## src/rtl/mc_ctrl.sv

```systemverilog
// Multicycle MIPS-subset control unit: FETCH/DECODE/EXEC/MEM/WB sequencing,
// memory wait timeout and sticky illegal-instruction error state.
module mc_ctrl #(
  parameter int unsigned MAX_WAIT = 15
) (
  input  logic       clk,
  input  logic       reset,
  input  logic [5:0] Op,
  input  logic [5:0] Funct,
  input  logic       Zero,
  input  logic       MemReady,
  output logic       MemReq,
  output logic       MemWrite,
  output logic       IorD,
  output logic       IRWrite,
  output logic       PCWrite,
  output logic       RegWrite,
  output logic [1:0] RegDst,
  output logic [1:0] MemtoReg,
  output logic       ALUsrcA,
  output logic [1:0] ALUsrcB,
  output logic [1:0] ExtOp,
  output logic [3:0] ALUOp,
  output logic [1:0] PCSrc,
  output logic       Illegal,
  output logic [2:0] State
);

  localparam int unsigned CW = $clog2(MAX_WAIT + 1);

  localparam logic [3:0] ALU_ADD = 4'b0000;
  localparam logic [3:0] ALU_SUB = 4'b0001;
  localparam logic [3:0] ALU_OR  = 4'b0010;
  localparam logic [3:0] ALU_SLL = 4'b0011;
  localparam logic [3:0] ALU_SLT = 4'b1000;

  typedef enum logic [2:0] {
    S_FETCH  = 3'd0,
    S_DECODE = 3'd1,
    S_EXEC   = 3'd2,
    S_MEM    = 3'd3,
    S_WB     = 3'd4,
    S_ERR    = 3'd7
  } state_t;

  state_t state_q, state_d;
  logic [CW-1:0] cnt_q;
  logic wait_expired;

  logic is_r, is_addu, is_subu, is_sll, is_slt, is_jr;
  logic is_ori, is_lui, is_lw, is_sw, is_beq, is_jal, legal;

  logic       memreq_c, memwrite_c, iord_c, irwrite_c, pcwrite_c, regwrite_c;
  logic [1:0] regdst_c, memtoreg_c, alusrcb_c, extop_c, pcsrc_c;
  logic       alusrca_c, illegal_c;
  logic [3:0] aluop_c, r_aluop;

  // Instruction decode from the IR opcode/function fields
  assign is_r    = (Op == 6'h00);
  assign is_addu = is_r && (Funct == 6'h21);
  assign is_subu = is_r && (Funct == 6'h23);
  assign is_sll  = is_r && (Funct == 6'h00);
  assign is_slt  = is_r && (Funct == 6'h2A);
  assign is_jr   = is_r && (Funct == 6'h08);
  assign is_ori  = (Op == 6'h0D);
  assign is_lui  = (Op == 6'h0F);
  assign is_lw   = (Op == 6'h23);
  assign is_sw   = (Op == 6'h2B);
  assign is_beq  = (Op == 6'h04);
  assign is_jal  = (Op == 6'h03);
  assign legal   = is_addu | is_subu | is_sll | is_slt | is_jr | is_ori |
                   is_lui | is_lw | is_sw | is_beq | is_jal;

  // Memory wait budget exhausted if this cycle is also not ready
  assign wait_expired = (cnt_q == CW'(MAX_WAIT - 1));

  // R-type ALU function select
  always_comb begin
    r_aluop = ALU_ADD;
    if (is_subu)     r_aluop = ALU_SUB;
    else if (is_sll) r_aluop = ALU_SLL;
    else if (is_slt) r_aluop = ALU_SLT;
  end

  // State register
  always_ff @(posedge clk or negedge reset) begin
    if (!reset) state_q <= S_FETCH;
    else        state_q <= state_d;
  end

  // Wait counter: cleared on any state change, counts not-ready memory cycles
  always_ff @(posedge clk or negedge reset) begin
    if (!reset)
      cnt_q <= '0;
    else if (state_d != state_q)
      cnt_q <= '0;
    else if ((state_q == S_FETCH || state_q == S_MEM) && !MemReady)
      cnt_q <= cnt_q + CW'(1);
  end

  // Next state and per-state control decode
  always_comb begin
    state_d    = state_q;
    memreq_c   = 1'b0;
    memwrite_c = 1'b0;
    iord_c     = 1'b0;
    irwrite_c  = 1'b0;
    pcwrite_c  = 1'b0;
    regwrite_c = 1'b0;
    regdst_c   = 2'd0;
    memtoreg_c = 2'd0;
    alusrca_c  = 1'b0;
    alusrcb_c  = 2'd0;
    extop_c    = 2'd0;
    aluop_c    = ALU_ADD;
    pcsrc_c    = 2'd0;
    illegal_c  = 1'b0;
    case (state_q)
      S_FETCH: begin
        memreq_c  = 1'b1;
        alusrcb_c = 2'd1;
        if (MemReady) begin
          irwrite_c = 1'b1;
          pcwrite_c = 1'b1;
          state_d   = S_DECODE;
        end else if (wait_expired) begin
          state_d = S_ERR;
        end
      end
      S_DECODE: begin
        alusrcb_c = 2'd3;
        extop_c   = 2'd1;
        if (!legal) begin
          state_d = S_ERR;
        end else if (is_jal) begin
          pcwrite_c  = 1'b1;
          pcsrc_c    = 2'd2;
          regwrite_c = 1'b1;
          regdst_c   = 2'd2;
          memtoreg_c = 2'd2;
          state_d    = S_FETCH;
        end else if (is_jr) begin
          pcwrite_c = 1'b1;
          pcsrc_c   = 2'd3;
          state_d   = S_FETCH;
        end else begin
          state_d = S_EXEC;
        end
      end
      S_EXEC: begin
        alusrca_c = 1'b1;
        if (is_r) begin
          aluop_c = r_aluop;
          state_d = S_WB;
        end else if (is_beq) begin
          aluop_c   = ALU_SUB;
          pcwrite_c = Zero;
          pcsrc_c   = 2'd1;
          state_d   = S_FETCH;
        end else begin
          alusrcb_c = 2'd2;
          if (is_ori) begin
            aluop_c = ALU_OR;
          end else if (is_lui) begin
            extop_c = 2'd2;
          end else begin
            extop_c = 2'd1;
          end
          state_d = (is_lw || is_sw) ? S_MEM : S_WB;
        end
      end
      S_MEM: begin
        memreq_c   = 1'b1;
        iord_c     = 1'b1;
        memwrite_c = is_sw;
        if (MemReady)          state_d = is_sw ? S_FETCH : S_WB;
        else if (wait_expired) state_d = S_ERR;
      end
      S_WB: begin
        regwrite_c = 1'b1;
        if (is_r)  regdst_c   = 2'd1;
        if (is_lw) memtoreg_c = 2'd1;
        state_d = S_FETCH;
      end
      S_ERR: begin
        illegal_c = 1'b1;
      end
      default: state_d = S_ERR;
    endcase
  end

  // Reset forces every control output low immediately
  assign MemReq   = reset & memreq_c;
  assign MemWrite = reset & memwrite_c;
  assign IorD     = reset & iord_c;
  assign IRWrite  = reset & irwrite_c;
  assign PCWrite  = reset & pcwrite_c;
  assign RegWrite = reset & regwrite_c;
  assign ALUsrcA  = reset & alusrca_c;
  assign Illegal  = reset & illegal_c;
  assign RegDst   = reset ? regdst_c   : 2'd0;
  assign MemtoReg = reset ? memtoreg_c : 2'd0;
  assign ALUsrcB  = reset ? alusrcb_c  : 2'd0;
  assign ExtOp    = reset ? extop_c    : 2'd0;
  assign ALUOp    = reset ? aluop_c    : 4'd0;
  assign PCSrc    = reset ? pcsrc_c    : 2'd0;
  assign State    = state_q;

endmodule
```

## config.mk

```make
export PLATFORM = sky130hd
export DESIGN_NAME = mc_ctrl
export DESIGN_NICKNAME = d
export VERILOG_FILES = /design/src/rtl/mc_ctrl.sv
export SDC_FILE = /design/constraint.sdc
export NUM_CORES = 1
export LEC_CHECK = 0
export CORE_MARGIN = 2
export CORE_UTILIZATION = 44
export DETAILED_ROUTE_END_ITERATION = 16
export GPL_TIMING_DRIVEN = 0
export PLACE_DENSITY = 0.81
export SYNTH_ARGS = -nofsm -noshare
export SYNTH_HDL_FRONTEND = slang
export SYNTH_SLANG_ARGS = --single-unit
```

## constraint.sdc

```tcl
create_clock -name clk -period 2.8 [get_ports clk]
set_clock_uncertainty 0.15 [all_clocks]
set_input_delay 0.56 -clock clk [delete_from_list [all_inputs] [get_ports clk]]
set_output_delay 0.56 -clock clk [all_outputs]
set_load 0.05 [all_outputs]
```

==> impl_metrics.json <==
{
  "outcome": "complete, no violations",
  "synth_area_um2": 1060,
  "crit_arrival_ns": 2.01,
  "place_congestion": 0.996,
  "power.total_w": 0.000261,
  "vias": 1332,
  "worstSetupStartpointType": "input pin",
  "tightest_slew_ns": 0.561,
  "cts.htree.levels": 1,
  "dpl_worst_slack_ns": -1.19,
  "grt_overflow": 0,
  "fin_util_pct": 70.5,
  "avgSynthCellArea_um2": 7.14,
  "core_um2": 2230,
  "drt_iter0_drc": 50,
  "wirelength_um": 3370,
  "antenna_found_initial": 0,
  "cts_buffers": 3,
  "yosysSeqAreaShare_pct": 16.6,
  "slowest_delay_ns": 0.53,
  "finalCriticalPeriod_ns": 2.72,
  "drv_slew": 0,
  "grt_max_degree": 12,
  "synth_nets": 166,
  "fmax_mhz": 367,
  "grt_usage_pct": 26.5,
  "p_seq_share_pct": 39.2,
  "clock_latency_ns": 0.25,
  "crit_path_end_kind": "output pin",
  "hold_path.class": "in2async",
  "p_sw_w": 0.0000773,
  "crit_chain": "clkbuf_2, or4_4, nor3_4, and3_1, o21ai_1, a21oi_4, buf_6",
  "dr.pass1.iters": 4,
  "p_sw_share_pct": 29.7,
  "grt_pass1_wl_um": 5580,
  "min_period_over_period_pct": 97.3,
  "remaining_drc_errors": 0,
  "rows": 17,
  "clk_pin_slew_worst_paths_ns": 0.05,
  "whs_ns": 0.114,
  "cts-root-buf": "clkbuf_4",
  "power.density_nw_per_um2": 166,
  "ir_drop_mv": 0.326,
  "finalWorstSetupSlack_ns": 0.0763,
  "cts.path.max_buffers": 2,
  "synth-main-ff-cell": "dfrtp_1",
  "die_x_um": 53.0,
  "clkPwrFrac_pct": 34.6,
  "dieArea_um2": 2810,
  "initial_core_util_pct": 47.3,
  "path_delay_family": "simple AND/OR/NAND/NOR gates",
  "antennaDiodeCount": 0,
  "power.leakage_nw": 0.633,
  "port_buffers": 37,
  "yosysWarnings": 0,
  "drtAntennaViolNets": 0,
  "area_growth_pct": 49.1,
  "synth.distinct_cells": 53,
  "path_class": "in2out",
  "cp_data_required_time_ns": 2.09,
  "io_pins": 41,
  "die_h_um": 53.0,
  "crit_fanout": 8,
  "routed_via_density": 6.05,
  "p_int_w": 0.000183,
  "cts_hold_buf": 0,
  "setup_viol": 0,
  "wl_per_cell_um": 15.3,
  "syn-instance-count": 148,
  "final_layout_size_suffix_gt1_share_pct": 35.4,
  "hold_violations": 0,
  "grt_pass1_vias": 1240,
  "power_frac_comb_pct": 26.1,
  "cts_tree": "built",
  "cts_sinks": 7,
  "ys_async_sr_fraction_pct": 100,
  "synth.ff_latch_count": 7,
  "crit_slowest_cell": "or4_4",
  "worst-path-buf-inv": 2,
  "synth_edf_count": 0,
  "fin_nets": 211,
  "drv_cap": 0,
  "dp.final_hpwl_um": 2640,
  "slew-limit-headroom_pct": 62.5,
  "rsz0062_at_grt": "no"
}
==> worst paths after layout <==
check / start / to / slack, ns / depth (start not counted)
worst min-delay path: reset / State[1] / 0.11 / 1
min in group clk: cnt_q[2] / cnt_q[2] / 0.47 / 3
max in group asynchronous: reset / cnt_q[1] / 2.18 / 1
worst min register to register: cnt_q[2] / cnt_q[2] / 0.47 / 3
worst max-delay path: Op[3] / PCWrite / 0.08 / 7
worst max register to register: State[1] / State[2] / 0.52 / 5
==> logic make-up after synthesis <==
group / after synthesis / synth area share (%)
xor+xnor: 3 / 2.49
fa+ha+maj: 2 / 2.37
flops: 7 / 16.6
compound gates: 31 / 22.9
buf+inv: 15 / 7.58
simple gates: 88 / 46.8
mux: 1 / 0.948
other cells: 1 / 0.355
==> metal layers <==
layer  GRT usage (%)  up-vias  share of wire (%)
met5               0        -                  0
met2            45.0       66                 49
met3            5.08        6                9.0
met1            35.3      618                 41
met4            3.85        0               0.68
li1                -      642                  -
==> placed cells by master, fill, tap and decap left out, drive strengths merged, types with 7 or more instances in the layout <==
cell type	Yosys	final
clkdlybuf4s50	0	7
nor4	9	9
a21oi	7	7
nand2	7	7
buf	6	20
clkbuf	4	15
nor3	10	10
dlygate4sd2	0	8
dfrtp	7	7
nor2	25	25
==> area by class of cell <==
| type | instances | area [µm²] |
|---|---|---|
| Timing Repair Buffer | 41 | 329 |
| Multi-Input combinational cell | 126 | 925 |
| Inverter | 5 | 18.8 |
| Tap cell | 28 | 35.0 |
| Clock buffer | 4 | 26.3 |
| Buffer | 9 | 65.1 |
| Fill cell | 195 | 659 |
| Sequential cell | 7 | 175 |
==> power by group through the flow <==
stage / Clock [W] / Combinational (W) / Sequential (W)
6_report: 0.0000903 / 0.0000681 / 0.000102
5_1_grt: 0.0000980 / 0.0000732 / 0.000102
4_1_cts: 0.0000925 / 0.0000683 / 0.000102
3_5_place_dp: 0 / 0.0000674 / 0.000104
3_3_place_gp: 0 / 0.0000656 / 0.000104
2_1_floorplan: 0 / 0.0000309 / 0.000104
==> cells in the mapped netlist (all sizes together), types with 4 or more instances <==
library cell,count,share of area [%]
nor3,10,4.7
and3,5,3.1
buf,6,4.4
dfrtp,7,17
inv,5,1.8
nand3,6,2.8
nor2,25,8.9
nor4,9,6.8
clkbuf,4,1.4
nand2,7,2.5
a21oi,7,3.3
o21ai,6,2.8
or3,4,2.4
==> per-stage QoR <==
stage / area, µm² / instances / setup TNS [ns]
2_1_floorplan: 1130 / 148 / -1.02
3_3_place_gp: 1540 / 213 / -17.56
3_5_place_dp: 1540 / 213 / -18.08
4_1_cts: 1610 / 221 / -0.120
5_1_grt: 1570 / 220 / 0
6_report: 1570 / 220 / 0
==> sequential cells by signal, summed over array words and instances, names as in the netlist <==
signal  cells
State       3
cnt_q       4
==> what timing repair did <==
action	4_1_cts	5_1_grt
gates resized for setup	98	28
endpoints found under the setup margin	21	14
buffers inserted	4	0
pin swaps	5	3
cloned	0	0
No activity file was read; power rests on OpenSTA's default activity.
